**config.mk**
```make
export PLATFORM = sky130hd
export DESIGN_NAME = rr_arbiter_4
export DESIGN_NICKNAME = d
export VERILOG_FILES = /design/src/rtl/arb_pkg.sv /design/src/rtl/rr_pick4.sv /design/src/rtl/rr_arbiter_4.sv
export SDC_FILE = /design/constraint.sdc
export NUM_CORES = 1
export LEC_CHECK = 0
export CAP_MARGIN = 20
export CELL_PAD_IN_SITES_DETAIL_PLACEMENT = 0
export CELL_PAD_IN_SITES_GLOBAL_PLACEMENT = 2
export CORE_MARGIN = 5
export CORE_UTILIZATION = 12
export CTS_CLUSTER_DIAMETER = 50
export CTS_CLUSTER_SIZE = 20
export DETAILED_ROUTE_END_ITERATION = 8
export PLACE_DENSITY_LB_ADDON = 0.05
export SLEW_MARGIN = 20
export SYNTH_ARGS = -nofsm -noshare
export SYNTH_HDL_FRONTEND = slang
export SYNTH_HIERARCHICAL = 1
export SYNTH_SLANG_ARGS = --single-unit
```
**constraint.sdc**
```tcl
create_clock -name clk -period 2.4 [get_ports clk]
set_input_delay 0.36 -clock clk [delete_from_list [all_inputs] [get_ports clk]]
set_output_delay 0.36 -clock clk [all_outputs]
set_load 0.005 [all_outputs]
```
**src/rtl/arb_pkg.sv**
```systemverilog
// Shared types and helpers for the 4-way round-robin arbiter.
package arb_pkg;

    localparam int N_REQ = 4;
    localparam int SEL_W = 2;

    typedef enum logic {
        IDLE  = 1'b0,
        GRANT = 1'b1
    } arb_state_t;

    function automatic logic [N_REQ-1:0] onehot(input logic [SEL_W-1:0] idx);
        onehot      = '0;
        onehot[idx] = 1'b1;
    endfunction

endpackage

```
**src/rtl/rr_pick4.sv**
```systemverilog
// Rotating-priority pick: first set bit of req_masked starting at ptr, wrapping mod 4.
module rr_pick4
    import arb_pkg::*;
(
    input  logic [N_REQ-1:0] req_masked,
    input  logic [SEL_W-1:0] ptr,
    output logic             found,
    output logic [SEL_W-1:0] idx
);

    logic [SEL_W-1:0] cand;

    // Walk from the farthest offset down so the closest-to-ptr hit wins last.
    always_comb begin
        found = 1'b0;
        idx   = ptr;
        cand  = ptr;
        for (int k = N_REQ - 1; k >= 0; k--) begin
            cand = ptr + SEL_W'(k);
            if (req_masked[cand]) begin
                found = 1'b1;
                idx   = cand;
            end
        end
    end

endmodule

```
**src/rtl/rr_arbiter_4.sv**
```systemverilog
// Round-robin arbiter sharing one DATA_W datapath among four requesters.
// Define ARB_HOLD_LIMIT_EN to cap each grant at MAX_HOLD consecutive cycles.
module rr_arbiter_4
    import arb_pkg::*;
#(
    parameter int DATA_W   = 32,
    parameter int MAX_HOLD = 8
) (
    input  logic              clk,
    input  logic              rst,
    input  logic [N_REQ-1:0]  req,
    input  logic [DATA_W-1:0] d0,
    input  logic [DATA_W-1:0] d1,
    input  logic [DATA_W-1:0] d2,
    input  logic [DATA_W-1:0] d3,
    output logic [N_REQ-1:0]  gnt,
    output logic [SEL_W-1:0]  rsel,
    output logic [DATA_W-1:0] q,
    output logic              q_valid,
    output logic              busy
);

    arb_state_t       state, state_n;
    logic [SEL_W-1:0] owner, owner_n, ptr, ptr_n;
    logic [N_REQ-1:0] pick_req, rel_mask;
    logic [SEL_W-1:0] pick_ptr, pick_idx;
    logic             pick_found, expire, release_c;
    logic [DATA_W-1:0] owner_data;

`ifdef ARB_HOLD_LIMIT_EN
    localparam int HC_W = (MAX_HOLD > 1) ? $clog2(MAX_HOLD) : 1;
    logic [HC_W-1:0] hold_cnt;
    logic            restart;

    assign expire  = (hold_cnt == HC_W'(MAX_HOLD - 1));
    assign restart = (state_n == GRANT) && ((state == IDLE) || release_c);

    always_ff @(posedge clk or posedge rst) begin
        if (rst)
            hold_cnt <= '0;
        else if (restart)
            hold_cnt <= '0;
        else if (state == GRANT)
            hold_cnt <= hold_cnt + HC_W'(1);
    end
`else
    assign expire = 1'b0;
`endif

    assign release_c = !req[owner] || expire;

    // On expiry the owner steps aside unless nobody else is waiting.
    always_comb begin
        rel_mask = req;
        if (expire && ((req & ~onehot(owner)) != '0))
            rel_mask[owner] = 1'b0;
    end

    always_comb begin
        state_n  = state;
        owner_n  = owner;
        ptr_n    = ptr;
        pick_req = req;
        pick_ptr = ptr;
        case (state)
            IDLE: begin
                if (|req) begin
                    state_n = GRANT;
                    owner_n = pick_idx;
                end
            end
            GRANT: begin
                pick_req = rel_mask;
                pick_ptr = owner + SEL_W'(1);
                if (release_c) begin
                    ptr_n = owner + SEL_W'(1);
                    if (pick_found)
                        owner_n = pick_idx;
                    else
                        state_n = IDLE;
                end
            end
            default: state_n = IDLE;
        endcase
    end

    rr_pick4 u_pick (
        .req_masked (pick_req),
        .ptr        (pick_ptr),
        .found      (pick_found),
        .idx        (pick_idx)
    );

    always_ff @(posedge clk or posedge rst) begin
        if (rst) begin
            state <= IDLE;
            owner <= '0;
            ptr   <= '0;
        end else begin
            state <= state_n;
            owner <= owner_n;
            ptr   <= ptr_n;
        end
    end

    always_comb begin
        case (owner)
            2'd0:    owner_data = d0;
            2'd1:    owner_data = d1;
            2'd2:    owner_data = d2;
            default: owner_data = d3;
        endcase
    end

    assign busy    = (state == GRANT);
    assign gnt     = busy ? onehot(owner) : '0;
    assign rsel    = busy ? owner : '0;
    assign q_valid = busy && req[owner];
    assign q       = q_valid ? owner_data : '0;

endmodule

```
### After elaboration in Yosys (flattened, before gate mapping)

Index checks and enable logic that the tools add are counted.

* flip-flop bits (word level): 5
* bits of input ports: 134
* output and inout bits: 40
* logic and storage cells: 59

* add/subtract/negate cells: 4
* order comparisons: 6
* equal/unequal tests: 5
* multiplexer cells: 33
* bitwise logic cells: 2
* reduce and logical (&&, ||, !) cells: 6

Operator list (number)
* one-hot mux 32 bit (3 select lines): 1
* 2-to-1 mux 32 bit: 1
* 2-to-1 mux 2 bit: 9
* less-than comparator 2 x 3 -> 1 bit, second input constant: 5
* 2-to-1 mux 1 bit: 13
* binary-select mux 1 bit (select 2 bit): 5
* adder 2 x 1 -> 2 bit, second input constant: 2
* adder 2 bit, second input constant: 2
* 2-to-1 mux 4 bit: 1
* != test 2 bit, second input constant: 2
* one-hot mux 2 bit (2 select lines): 1
* OR reduction 4 bit: 1
* AND reduction 3 bit: 1
* demux 1 bit (select 2 bit): 1
* == test 2 x 1 -> 1 bit, second input constant: 1
* == test 2 bit, second input constant: 1
* greater-or-equal comparator 2 x 1 -> 1 bit, second input constant: 1
* logical AND 1 bit: 2
* logical NOT 2 bit: 1
* != test 2 x 1 -> 1 bit, second input constant: 1
* NOT 1 bit: 2
* one-hot mux 1 bit (2 select lines): 1
* AND reduction 2 bit: 1

### Depth between registers and ports, before layout

* depth in word-level cells: 12
* gate-level depth with buffers: 10
* mapped depth without buffers: 9

### Cells and area by module

The synthesis kept the hierarchy.

By module, submodules not included
* rr_arbiter_4: times used 1, cells an instance 198, area an instance 1383.8 um^2, sequential area each 125.1 um^2
* rr_pick4: times used 1, cells an instance 16, area an instance 100.1 um^2, sequential area each 0.0 um^2

### Least setup slack after synthesis

No wires, ideal clock.

* path kind: register -> register
* start point: register owner[0]
* end point: register owner[1]
* setup time: 78 ps
* data arrival time: 2067 ps
* data required time: 2322 ps
* setup slack: 255 ps
* cell stages (with the launch flop): 10
* path buffers: 1
* clock period less this slack: 2145 ps
* path through: dfrtp_1 -> buf_6 -> inv_1 -> ha_1 -> mux2_2 -> and3b_1 -> or4_1 -> nand2_1 -> nor3_1 -> o2bb2ai_1

* longest elaborated chain between the ends: 12
* elaborated cells between the ends (all ways): 30
* those cells by class: 4 x add/sub; 2 x eq/ne; 23 x mux; 1 x reduce/logical

RTL lines
* start, declared: line rr_arbiter_4.sv:24 `logic [SEL_W-1:0] owner, owner_n, ptr, ptr_n;`
* start signal, assigned: line rr_arbiter_4.sv:101 `owner <= owner_n;`
* adder 2 x 1 -> 2 bit (*): line rr_arbiter_4.sv:74 `pick_ptr = owner + SEL_W'(1);`
* 2-to-1 mux 2 bit (*): line rr_arbiter_4.sv:65 `case (state)`
* named net pick_ptr[1]: line rr_arbiter_4.sv:26 `logic [SEL_W-1:0] pick_ptr, pick_idx;`
* adder 2 bit: line rr_pick4.sv:19 `cand = ptr + SEL_W'(k);`
* binary-select mux 1 bit (select 2 bit): line rr_pick4.sv:20 `if (req_masked[cand]) begin`
* 2-to-1 mux 1 bit (not written as such): line rr_pick4.sv:20
* 2-to-1 mux 2 bit (3 in a row): line rr_pick4.sv:20
* 2-to-1 mux 2 bit (*): line rr_pick4.sv:20
* 2-to-1 mux 2 bit: line rr_arbiter_4.sv:77 `if (pick_found)`
* 2-to-1 mux 2 bit: line rr_arbiter_4.sv:75 `if (release_c) begin`
* one-hot mux 2 bit (2 select lines) (*): line rr_arbiter_4.sv:65
* named net owner_n[1]: line rr_arbiter_4.sv:24

Mark *: on every way through the listed nets, which the timed path passes. The rest lies on a longest branch. The select of a mux whose other input is x is not followed.
A chain may end at the register's enable or synchronous reset.

### Final worst setup path

* start point: input port req[0]
* end point: output port q[11]

* longest elaborated chain between the ends: 4

RTL lines
* start, declared: line rr_arbiter_4.sv:11 `input logic [N_REQ-1:0] req,`
* binary-select mux 1 bit (select 2 bit): line rr_arbiter_4.sv:118 `assign q_valid = busy && req[owner];`
* 2-to-1 mux 1 bit (not written as such): line rr_arbiter_4.sv:118
* logical AND 1 bit: line rr_arbiter_4.sv:118
* 2-to-1 mux 32 bit: line rr_arbiter_4.sv:119 `assign q = q_valid ? owner_data : '0;`
* end, declared: line rr_arbiter_4.sv:18 `output logic [DATA_W-1:0] q,`

Every way passes these cells. The select of a mux whose other input is x is not followed.

==> flow_metrics.tcl <==
set metrics [dict create \
    run_status "finished clean" \
    ys.flop_type "dfrtp_1" \
    fin_util 0.3119 \
    clockRootBuffer "clkbuf_16" \
    report.final.slew_viol_count 0 \
    min_period_ns 2.315 \
    rsz0062_at_grt "yes" \
    syn_avg_cell_area_sq_um 6.934 \
    vias 2393 \
    vias_per_cell 4.281 \
    grt_pass1_vias 2371 \
    cap_viol_max_count 0 \
    post-dp-hpwl_um 7209 \
    die_area_sq_um 14690 \
    r2r_cells 8 \
    synth_edf_count 0 \
    maxSlewHeadroom 0.7099 \
    antennaDiodeCount 0 \
    holdCritPathClass "in -> async" \
    dr.pass1.iters 7 \
    syn_to_final_growth_pct 153.5 \
    synthTopCellsByArea "a222oi_1 22%, o21a_1 16%, nand2_1 9.1%" \
    layout-drive-gt1-share 0.1151 \
    routedWlPerCell_um 17.03 \
    cts_tree "built" \
    synth_fp_nets 353 \
    ys_ff_latch 5 \
    ir_worst_vdd_uv 394.5 \
    period_share 0.9644 \
    cp-end-kind "output pin" \
    io_pins 174 \
    start_util 0.1230 \
    core_area_sq_um 12060 \
    hold_viol 0 \
    h-tree-depth 1 \
    track_usage 0.1180 \
    ys_seq_area_frac 0.08432 \
    finClkSkew_ns 0.0004324 \
    cts.sinks 5 \
    dieWidth_um 121.2 \
    clk_pin_slew_ns 0.03 \
    worstPathRequired_ns 2.04 \
    synthesis.area_sq_um 1484 \
    finalWorstSetupSlack_ns 0.08539 \
    yosysTopAreaCell "a222oi_1" \
    post-place-ws_ns -0.1748 \
    crit_path_max_fanout 16 \
    ys.warnings.count 6 \
    row_count 40 \
    gp_congestion 0.7220 \
    port_buffers 173 \
    worstSetupPathType "in -> out" \
    antenna_left 0 \
    total_power_w 0.003751 \
    placed_cell_area_sq_um 3567 \
    timing.fmax_mhz 432.0 \
    grt_first_pass_wirelength_um 13790 \
    start_kind "input port" \
    finalInstanceArea_sq_um 3762 \
    synthCells 214 \
    rr_startpoint "owner[1]" \
    arrival_ns 1.95 \
    overflow 0 \
    p_per_area_nw_per_um2 996.9 \
    antenna_found_initial 0 \
    worst_slew_pin_slew_ns 0.4351 \
    cts_buffers 3 \
    reg2reg_to "owner[1]" \
    grt_start_max_net_pins 41 \
    synth_cell_types 35 \
    clockBufferDepth 2 \
    cts_hold_buf 0 \
    async_reset_ff_frac 1.000 \
    p_leak_nw 1.505 \
    yosys.area.top_type_share 0.2159 \
    route.detailed.drc 0 \
    setup-violations-final 0 \
    ff2ff_setup_slack_ns 0.21 \
    routed_wirelength_um 9517 \
    clk_latency_ns 0.22 \
    layout.nets 531 \
    dr.first_iter.drc_count 237 \
    die_y_um 121.2 \
]
==> final cells by class <==
cell class	instances	area (sq um)
Fill cell	1300	8299
Timing Repair Buffer	198	2059
Multi-Input combinational cell	178	1266
Tap cell	168	210.2
Sequential cell	5	125.1
Clock buffer	4	78.83
Inverter	6	22.52
==> kinds of logic after synthesis <==
| kind of cell | after synthesis | share of synthesized area |
|---|---|---|
| flip-flops | 5 | 0.08432 |
| AO/OA/AOI/OAI | 76 | 0.4401 |
| adder cells (fa/ha/maj) | 5 | 0.04216 |
| buffers and inverters | 31 | 0.09359 |
| multiplexers | 8 | 0.06829 |
| AND/OR/NAND/NOR | 89 | 0.2715 |
==> metrics by stage <==
stage | cells | hold WS, ns | TNS [ns]
6_report | 559 | 0.3475 | 0
3_3_place_gp | 549 | 0.4921 | -3.353
3_5_place_dp | 549 | 0.5013 | -4.671
4_1_cts | 557 | 0.3563 | 0
5_1_grt | 559 | 0.3870 | -0.01280
2_1_floorplan | 214 | 0.1385 | 0
==> metal layers <==
metal / wire (um) / GRT usage / up-vias
li1: - / - / 1175
met1: 4008 / 0.1539 / 1095
met2: 4625 / 0.2039 / 121
met3: 860 / 0.02471 / 2
met4: 21 / 0.01821 / 0
met5: 0 / 0 / -
==> layout by cell type (no fill, tap or decap), drive strengths merged, types with 3 or more instances in the layout <==
cell type / count
and2: 6
clkdlybuf4s15: 7
buf: 23
inv: 6
and2b: 3
clkdlybuf4s50: 138
mux2: 4
dfrtp: 5
mux2i: 3
o21a: 32
dlygate4sd2: 28
ha: 5
nand2: 36
a222oi: 32
nor2: 35
clkbuf: 6
==> worst max path at each step <==
stage	start	end	slack, ns	cells past startpoint
2_1_floorplan	owner[0]	owner[1]	0.25	9
3_5_place_dp	req[3]	q[24]	-0.17	6
3_3_place_gp	req[3]	q[24]	-0.13	6
5_1_grt	owner[0]	q[14]	-0.007	7
6_report	req[0]	q[11]	0.09	6
4_1_cts	req[0]	q[10]	0.009	7
==> worst max-delay path, cell delays in order <==
cell             delay [ns]
clkdlybuf4s50_1        0.42
mux4_2                 0.53
nand2_8                0.15
buf_16                 0.17
nor2_1                 0.06
dlygate4sd2_1          0.26
==> Yosys cell counts, types with 2 or more instances <==
master and n:
a222oi_1 32, and2_1 5, mux2i_1 3, clkbuf_1 20, o21a_1 32, dfrtp_1 5, nand2_1 36, a21oi_1 2
o21ai_0 2, a2bb2oi_1 2, inv_1 6, buf_4 4, and2b_2 2, nor2_1 35, ha_1 5, nor3_1 2
mux2_2 3
==> flip-flops by register name, indices dropped and copies added (netlist names) <==
signal  cells
owner       2
ptr         2
busy        1
==> repair_timing <==
item                       CTS  global route
pin swaps                    2             3
setup endpoints to repair   33             2
resized for setup           44            10
buffers inserted             3             0
gates cloned                 1             2
==> power breakdown <==
part           leakage (nW)  internal, W  switching, W  total, W
sequential           0.0550     0.000121     0.0000286  0.000150
clock                0.0382     0.000220     0.0000491  0.000269
combinational          1.41      0.00186       0.00147   0.00333
total                  1.50      0.00220       0.00155   0.00375
(Power assumes the default switching activity.)
